--- config.mk ---
export PLATFORM = sky130hd
export DESIGN_NAME = seq_detector_param
export DESIGN_NICKNAME = d
export VERILOG_FILES = /design/src/rtl/seq_detector_param.sv
export SDC_FILE = /design/constraint.sdc
export NUM_CORES = 1
export LEC_CHECK = 0
export CORE_MARGIN = 8
export CORE_UTILIZATION = 49
export DETAILED_ROUTE_END_ITERATION = 16
export PLACE_DENSITY = 0.82
export SLEW_MARGIN = 20
export SYNTH_ARGS = -nofsm -noshare
export SYNTH_HDL_FRONTEND = slang
export SYNTH_SLANG_ARGS = --single-unit
export TNS_END_PERCENT = 5
--- constraint.sdc ---
create_clock -name clk -period 3.05 [get_ports clk]
set_input_delay 0.61 -clock clk [delete_from_list [all_inputs] [get_ports clk]]
set_output_delay 0.61 -clock clk [all_outputs]
set_load 0.05 [all_outputs]
--- src/rtl/seq_detector_param.sv ---
// Serial pattern detector with a runtime-loadable pattern of PAT_LEN bits.
// It supports overlapping or non-overlapping matching and keeps a saturating match counter.
module seq_detector_param #(
  parameter int                 PAT_LEN  = 3,
  parameter logic [PAT_LEN-1:0] PAT_INIT = 3'b101,
  parameter int                 CNT_W    = 8,
  localparam int                FILL_W   = $clog2(PAT_LEN + 1)
) (
  input  logic               clk,
  input  logic               reset,
  input  logic               data_in,
  input  logic               data_valid,
  input  logic [PAT_LEN-1:0] pattern,
  input  logic               pattern_load,
  input  logic               overlap_en,
  input  logic               count_clr,
  output logic               data_out,
  output logic [CNT_W-1:0]   match_count,
  output logic [FILL_W-1:0]  state
);

  localparam logic [FILL_W-1:0] FILL_MAX = FILL_W'(PAT_LEN);
  localparam logic [CNT_W-1:0]  CNT_MAX  = '1;

  logic [PAT_LEN-1:0] pat_reg, pat_n;
  logic [PAT_LEN-1:0] history, hist_n, hist_shift;
  logic [FILL_W-1:0]  fill, fill_n, fill_inc;
  logic [CNT_W-1:0]   cnt_n;
  logic               out_n;
  logic               match;

  always_ff @(posedge clk) begin
    if (reset) begin
      pat_reg     <= PAT_INIT;
      history     <= '0;
      fill        <= '0;
      data_out    <= 1'b0;
      match_count <= '0;
    end else begin
      pat_reg     <= pat_n;
      history     <= hist_n;
      fill        <= fill_n;
      data_out    <= out_n;
      match_count <= cnt_n;
    end
  end

  // Oldest bit lives in history[PAT_LEN-1], matching the pattern's first-received bit.
  always_comb begin
    pat_n      = pat_reg;
    hist_n     = history;
    fill_n     = fill;
    cnt_n      = match_count;
    out_n      = 1'b0;
    hist_shift = {history[PAT_LEN-2:0], data_in};
    fill_inc   = (fill == FILL_MAX) ? fill : fill + 1'b1;
    match      = data_valid && !pattern_load &&
                 (fill_inc == FILL_MAX) && (hist_shift == pat_reg);

    if (pattern_load) begin
      pat_n  = pattern;
      hist_n = '0;
      fill_n = '0;
    end else if (data_valid) begin
      hist_n = hist_shift;
      if (match) begin
        out_n  = 1'b1;
        fill_n = overlap_en ? FILL_MAX : '0;
        if (match_count != CNT_MAX) cnt_n = match_count + 1'b1;
      end else begin
        fill_n = fill_inc;
      end
    end

    // Clear overrides a same-cycle increment.
    if (count_clr) cnt_n = '0;
  end

  assign state = fill;

endmodule

==> results.toml <==
[status]
status = "finished, final reports clean"

[power]
ir_drop_mv = 0.232
p_per_area_nw_per_um2 = 374
internal_power_w = 0.000279
p_leak_nw = 0.315
seqPwrFrac = 0.596
swShare = 0.229
switchingPower_w = 0.0000830
p_comb_frac = 0.105
clockPowerShare = 0.300

[hold_path]
holdCritStartpoint = "state[0]$_SDFFE_PP0P_"
holdPathStages = 2
worstHoldEndpoint = "state[0]$_SDFFE_PP0P_"
hp-class = "reg2reg"

[global_route]
grt_util_all_layers = 0.113
grt_pass1_wl_um = 2570
grt.overflow.total = 0
antenna_found_initial = 0
grt_max_degree = 20
grt_pass1_vias = 653

[timing]
final.setup.tns_ns = 0
rsz0062_at_grt = "no"
worstMarginPinSlew_ns = 0.512
final.period_utilization = 0.724
slew_headroom = 0.658
setup_viol = 0
maxSlewViolCount = 0
fmax_mhz = 453
skew_ns = 0.00345
period_needed_ns = 2.21
hold_violations = 0

[floorplanning]
dieArea_um2 = 3040
core_um2 = 1470
die_x_um = 55.1
pin_count = 21
start_util = 0.510
core.rowCount = 14
fp.dieH_um = 55.1

[layout]
final_cells = 114
drive_above_1_share = 0.0714
diodes = 0
nNetsFinal = 111
largest_reg_flops = 8
area_delta_synth_final_pct = 29.2

[cts]
path_clk_slew_ns = 0.08
clockBufferDepth = 2
cts_sinks = 16
cts_setup_buffers = 0
cts_resized = 0
cts_tree = "built"
holdBufCountCts = 0
clk_latency_ns = 0.28
cts-root-buf = "clkbuf_4"
htree_levels = 1
cts_buffers = 3

[routing]
avgRoutedWirePerCell_um = 13.8
num_vias = 684
routed_wl_um = 1570
first_pass_iters = 4
ant_nets = 0
drc = 0
via_per_inst = 6.00
drt_iter0_drc = 9

[setup_path]
max_stage_delay_ns = 0.57
rr_startpoint = "match_count[0]$_SDFFE_PP0P_"
critPathBufInv = 1
critPathCaptureType = "register"
worst-path-max-fanout = 19
cp.arrival_ns = 2.43
cpMaxStageDelayCell = "clkdlybuf4s50_1"
setup.worst_path.class = "in2reg"
reg2reg_to = "match_count[5]$_SDFFE_PP0P_"
r2r_cells = 5
worst-r2r-setup-slack_ns = 1.44
path_cells = "clkdlybuf4s50_1, and3b_2, nand4_4, or4_1, a21oi_1"
crit_required_ns = 3.27
crit_family = "simple AND/OR/NAND/NOR gates"
start_kind = "input pin"

[logic_synthesis]
syn_area_per_cell_um2 = 9.50
ys.flop_type = "dfxtp_1"
syn-instance-count = 79
synth_cell_types = 34
synth_common_cells = "dfxtp_1, a21oi_1, nor2_1"
syn_nets = 90
yosysTopAreaCell = "dfxtp_1"
synth_area_leaders = "dfxtp_1, a21oi_1, mux2i_1"
syn-cell-area_um2 = 751
synthArstFlopShare = 0
yosysSeqAreaShare = 0.427
synth-edff-count = 0
ys_warn_count = 0
ys_ff_latch = 16
yosysMostFrequentCell = "dfxtp_1"
synth_top_cell_area_share = 0.427

[job]
cap_violations = 0

[place]
numPortBuffers = 20
dp_hpwl_um = 1230
dpl.cell_count = 111
place.gp.congestion = 0.749
[power groups by stage]
stage | clock [W] | combinational (W) | sequential, W
6_report | 0.000109 | 0.0000379 | 0.000216
5_1_grt | 0.000124 | 0.0000407 | 0.000217
4_1_cts | 0.000116 | 0.0000382 | 0.000216
3_5_place_dp | 0 | 0.0000382 | 0.000221
3_3_place_gp | 0 | 0.0000376 | 0.000221
2_1_floorplan | 0 | 0.0000200 | 0.000223
[how the worst max path moves through the flow]
| stage | startpoint | end | slack (ns) | cells past startpoint |
|---|---|---|---|---|
| CTS | pattern_load | match_count[4]$_SDFFE_PP0P_ | 0.85 | 5 |
| finish | pattern_load | match_count[4]$_SDFFE_PP0P_ | 0.84 | 5 |
| global placement | pattern_load | match_count[5]$_SDFFE_PP0P_ | 0.58 | 5 |
| global route | pattern_load | match_count[4]$_SDFFE_PP0P_ | 0.74 | 5 |
| floorplan | pattern_load | match_count[5]$_SDFFE_PP0P_ | 1.25 | 5 |
| detailed placement | pattern_load | match_count[4]$_SDFFE_PP0P_ | 0.54 | 5 |
[layout by cell type (no fill, tap or decap), types with 4 or more instances in the layout]
cell,netlist,routed
clkdlybuf4s50_1,0,20
dfxtp_1,16,16
nor2_1,5,5
a21oi_1,6,6
o31ai_1,4,4
[tightest hold or removal path, delay by kind of cell, from the launching register on]
| family | cells | cell delay [ns] |
|---|---|---|
| AO/OA/AOI/OAI | 1 | 0.06 |
| flip-flops | 1 | 0.34 |
| AND/OR/NAND/NOR | 1 | 0.07 |
[layout make-up]
class	instances	area, um^2
inverter	3	11.3
sequential	16	320
multi-input combinational	56	395
tap	16	20.0
clock buffer	3	22.5
timing repair buffer	20	200
fill	130	502
[routing by layer]
layer | GRT usage | part of all wire | vias to the layer above
li1 | - | - | 338
met4 | 0.0760 | 0.017 | 0
met3 | 0.0321 | 0.067 | 4
met1 | 0.111 | 0.42 | 326
met5 | 0 | 0 | -
met2 | 0.201 | 0.49 | 16
[kinds of logic after synthesis]
| group | after synthesis | synth area share |
|---|---|---|
| adder cells (fa/ha/maj) | 1 | 0.0167 |
| AND/OR/NAND/NOR | 27 | 0.223 |
| XOR/XNOR | 3 | 0.0450 |
| buffers and inverters | 7 | 0.0466 |
| AO/OA/AOI/OAI | 22 | 0.202 |
| flip-flops | 16 | 0.427 |
| multiplexers | 3 | 0.0400 |
[stage by stage]
step	util	hold WS (ns)	instance area, um^2	setup slack [ns]	power, W
finish	0.659	0.513	970	0.843	0.000362
global route	0.659	0.547	970	0.742	0.000381
CTS	0.659	0.518	970	0.848	0.000370
detailed placement	0.644	0.506	947	0.538	0.000259
global placement	0.644	0.496	947	0.580	0.000258
floorplan	-	0.508	751	1.25	0.000243
Power figures use the tool's default switching activity.
==> edit 1: new RTL, config.mk and constraints unchanged <==
The output `data_out` loses its register stage (`data_out` becomes a continuous assignment).
--- a/src/rtl/seq_detector_param.sv
+++ b/src/rtl/seq_detector_param.sv
@@ -34,16 +34,16 @@
       pat_reg     <= PAT_INIT;
       history     <= '0;
       fill        <= '0;
-      data_out    <= 1'b0;
       match_count <= '0;
     end else begin
       pat_reg     <= pat_n;
       history     <= hist_n;
       fill        <= fill_n;
-      data_out    <= out_n;
       match_count <= cnt_n;
     end
   end
+
+  assign data_out = out_n;
 
   // Oldest bit lives in history[PAT_LEN-1], matching the pattern's first-received bit.
   always_comb begin
Formal check against the unedited RTL: not equivalent (Yosys sat finds a counterexample within 4 cycles, from zero or initial values and one cycle with reset high).
==> edit 1 against the unedited design <==
Fmax is 15% lower. Combinational power is 2% higher. Die area is 1.7% lower. Highest routed layer unchanged. Register-to-register slack worse by 0.07 ns. Cell area stayed put. Via count is 2.2% higher. Non-clock buffer count is 1 higher. Routed wire length is 1.4% higher. Cell count is 1.8% higher. Sequential cell count is 1 lower. Power is 3.2% lower. Worst setup slack worse by 0.40 ns. Synthesized area is 2.3% lower. Count of clock-buffer cells in the layout is 1 higher. Critical path type is now primary input to output pin.
==> edit 1: results (changes against the unedited design) <==
stage;metric;value;unit;change
cells_and_area;antenna_cells;0;;unchanged
yosys;syn_inst;80;;+1.3%
clocking;cts_made_buffers;3;;unchanged
cells_and_area;final_cells;116;;+1.8%
routing;drt-met1-wl;681;microns;+2.3%
yosys;synth-adder-area-share;1.71;%;+0.040 points
grt;grt_util_met3;4.08;%;+0.87 points
setup_path;critPathMaxFanout;18;;-1
routing;route.top_layer_used;met4;;
yosys;synth_xor_area_share;3.58;%;-0.92 points
routing;wl_met3;87;microns;-17%
grt;grt_max_degree;19;;-5.0%
clocking;ctsResizeCount;0;;unchanged
placed_design;pre_cts_ws;0.448;ns;-0.0896 ns
sta;tightest_slew;0.597;ns;+0.0853 ns
yosys;ys_types;33;;-2.9%
setup_path;crit_arrival;2.00;ns;-0.43 ns
clocking;htreeDepth;1;;unchanged
routing;routed-wl-met2;820;microns;+5.9%
clocking;post_cts_buffers;0;;unchanged
grt;use_met2;20.6;%;+0.42 points
yosys;ys_seq_area_share;41.0;%;-1.7 points
placed_design;portBuffers;20;;unchanged
power_and_ir_drop;max-vdd-ir-drop;0.269;mV;+16%
clocking;clock_latency;0.27;ns;
routing;viasPerCell;6.03;;+0.43%
placed_design;gp_congestion;0.776;;+3.6%
grt;use_met1;14.3;%;+3.2 points
grt;antenna_found_initial;0;;unchanged
yosys;netlist_top_cells_count;dfxtp_1 (15), a21oi_1 (5);;
routing;drt-pass1-iter-count;4;;unchanged
clocking;clk_pin_slew_worst_paths;0.08;ns;about the same
routing;drtIter0Drc;11;;+2
yosys;syn_nets;91;;+1.1%
sta;tns;0;ns;unchanged
cells_and_area;drive_above_1_share;8.00;%;+0.86 points
outcome;outcome;completed;;
placed_design;dpl_cell_area;943;sq um;-0.40%
grt;grt_pass1_wl;2700;microns;+4.8%
yosys;synthArstFlopShare;0;%;unchanged
setup_path;slowest_delay;0.58;ns;
placed_design;dpl.hpwl;1230;microns;+0.14%
yosys;synthMuxAreaShare;5.46;%;+1.5 points
setup_path;path_delay_family;buffers and inverters;;
sta;clock_skew;0.00101;ns;-0.00244 ns
grt;grt_usage;12.1;%;+0.73 points
yosys;synth_compound_area_share;17.1;%;-3.1 points
yosys;yosysMostFrequentCell;dfxtp_1;;
yosys;synth.top_cells.by_area;dfxtp_1 (41%), mux2i_1 (5.5%), xnor2_1 (3.6%);;
min_path;min_path_type;register to register;;
placed_design;place_inst;112;;+0.90%
power_and_ir_drop;p_leak;0.326;nW;+3.3%
grt;grt_pass1_vias;622;;-4.7%
routing;wire_per_inst;13.8;microns;-0.35%
cells_and_area;largest_register_ffs;8;;unchanged
-- edit 1: report_power, final --
part	total [W]	internal, W	switching (W)	leakage (nW)
logic	0.0000386	0.0000210	0.0000176	0.189
registers	0.000203	0.000200	0.00000301	0.122
clock network	0.000109	0.0000506	0.0000588	0.0150
-- edit 1: worst min-delay path, cell delays in order, from the launching register on --
cell,delay [ns]
dfxtp_1,0.35
o41ai_1,0.07
a21oi_1,0.05
-- edit 1: path summary, 6_finish.rpt --
check,from,cells past startpoint,endpoint,slack [ns]
worst max-delay path,data_valid,5,data_out,0.44
worst min register to register,match_count[7],2,match_count[7],0.52
worst min-delay path,match_count[7],2,match_count[7],0.52
worst max register to register,history[1],4,match_count[4],1.37
-- edit 1: layout make-up --
type                            instances  area (sq um)
Timing Repair Buffer                   21           218
Clock buffer                            4          26.3
Multi-Input combinational cell         56           390
Fill cell                             123           484
Sequential cell                        15           300
Tap cell                               16          20.0
Inverter                                4          15.0
==> edit 2: new RTL, config.mk and constraints unchanged <==
Without the edit above. `CNT_W`: 8 -> 6.
--- a/src/rtl/seq_detector_param.sv
+++ b/src/rtl/seq_detector_param.sv
@@ -3,7 +3,7 @@
 module seq_detector_param #(
   parameter int                 PAT_LEN  = 3,
   parameter logic [PAT_LEN-1:0] PAT_INIT = 3'b101,
-  parameter int                 CNT_W    = 8,
+  parameter int                 CNT_W    = 6,
   localparam int                FILL_W   = $clog2(PAT_LEN + 1)
 ) (
   input  logic               clk,
Ports: changed (resized match_count); port bits go from 21 to 19. The function was not compared with the original's and may differ.
==> edit 2 against the unedited design <==
Synthesized area shrank 16%. Sequential cell count shrank 2. Count of clock-buffer cells in the layout is the same. Worst setup slack gained 0.078 ns. Power shrank 11%. Sequential power shrank 12%. Cell area shrank 14%. Routed wire length shrank 21%. Non-clock buffer count shrank 1. Largest power group unchanged.
==> edit 2: results (changes against the unedited design) <==
stage;metric;value;unit;change
outcome;outcome;completed;;
placed_design;gp_congestion;0.709;;-5.3%
grt;use_met1;11.2;%;+0.073 points
clocking;cts_root_buf;clkbuf_4;;
yosys;synth.top_cells.by_area;dfxtp_1 (44%), mux2i_1 (6.3%), nor2_1 (5.4%);;
clocking;post_cts_buffers;0;;unchanged
grt;grt_pass1_vias;508;;-22%
routing;drtIter0Drc;11;;+2
placed_design;pre_cts_ws;0.652;ns;+0.114 ns
yosys;syn_nets;81;;-10%
setup_path;critPathMaxFanout;9;;-10
yosys;synth_compound_area_share;16.7;%;-3.5 points
cells_and_area;antenna_cells;0;;unchanged
power_and_ir_drop;p_leak;0.292;nW;-7.4%
grt;use_met2;16.6;%;-3.5 points
yosys;synth_xor_area_share;4.17;%;-0.33 points
min_path;min_path_type;register to register;;
clocking;clk_pin_slew_worst_paths;0.08;ns;about the same
cells_and_area;layout.nets;101;;-9.0%
routing;totalWireLength;1250;microns;-21%
placed_design;dpl_cell_area;812;sq um;-14%
yosys;ys_types;27;;-21%
clocking;clock_path_buffers;2;;unchanged
sta;clock_skew;0.00177;ns;-0.00168 ns
clocking;cts_made_buffers;3;;unchanged
yosys;ys.flop_type;dfxtp_1;;
yosys;netlist_top_cells_count;dfxtp_1 (14), nor2_1 (9), nand2_1 (5), mux2i_1 (4);;
placed_design;portBuffers;18;;-10%
power_and_ir_drop;max-vdd-ir-drop;0.224;mV;-3.5%
yosys;synth-adder-area-share;1.98;%;+0.32 points
grt;grt_usage;10.2;%;-1.2 points
yosys;synthArstFlopShare;0;%;unchanged
grt;grt_util_met3;3.70;%;+0.50 points
yosys;yosys_warnings;0;;unchanged
clocking;htreeDepth;1;;unchanged
clocking;clock_latency;0.27;ns;
grt;grt_max_degree;10;;-50%
sta;relSlewSlack;67.0;%;+1.2 points
cells_and_area;drive_above_1_share;5.68;%;-1.5 points
yosys;synthMuxAreaShare;6.35;%;+2.3 points
yosys;ys_seq_area_share;44.4;%;+1.8 points
cells_and_area;largest_register_ffs;6;;-2
grt;antenna_found_initial;0;;unchanged
routing;drt-pass1-iter-count;4;;unchanged
routing;viasPerCell;5.49;;-8.6%
clocking;ctsResizeCount;0;;unchanged
grt;grt_pass1_wl;2140;microns;-17%
edit 2: changes by cell type after synthesis, moves of 2 or more:
cell | unedited run | this run
nand2_1 | 2 | 5
dfxtp_1 | 16 | 14
a21oi_1 | 6 | 3
o31ai_1 | 4 | 2
or4_1 | 3 | 1
nor2_1 | 5 | 9
edit 2: worst paths after layout:
path / startpoint / endpoint / slack (ns) / depth (start not counted)
setup / recovery: pattern_load / match_count[5] / 0.92 / 6
hold / removal: match_count[4] / match_count[4] / 0.51 / 2
setup reg to reg: match_count[0] / match_count[3] / 1.56 / 5
hold reg to reg: match_count[4] / match_count[4] / 0.51 / 2
edit 2: worst max-delay path, stage by stage:
cell and delay (ns):
clkdlybuf4s50_1 0.56, and3b_1 0.28, nand4_1 0.17, buf_4 0.22, o311ai_0 0.31, o41ai_1 0.12
edit 2: routing by layer:
metal  up-vias  wire length (microns)
met5         -                      0
li1        290                      -
met4         0                     10
met2        15                    612
met3         2                     86
met1       258                    541
edit 2: layout make-up:
cell class | instances | area (sq um)
multi-input cells | 50 | 318
fillers | 105 | 418
well taps | 15 | 18.8
repair buffers | 19 | 188
clock buffers | 3 | 22.5
inverters | 2 | 7.51
flip-flops and latches | 14 | 280
edit 2: metrics by stage:
step	power (W)	util [%]	std cells
after global placement	0.000228	64.8	100
final	0.000321	66.6	103
after floorplan	0.000214	-	70
after CTS	0.000325	66.6	103
after global routing	0.000342	66.6	103
after detailed placement	0.000229	64.8	100
edit 2: report_power, final:
part           internal, W  switching [W]
Sequential        0.000187     0.00000286
Clock            0.0000456      0.0000514
Combinational    0.0000197      0.0000151
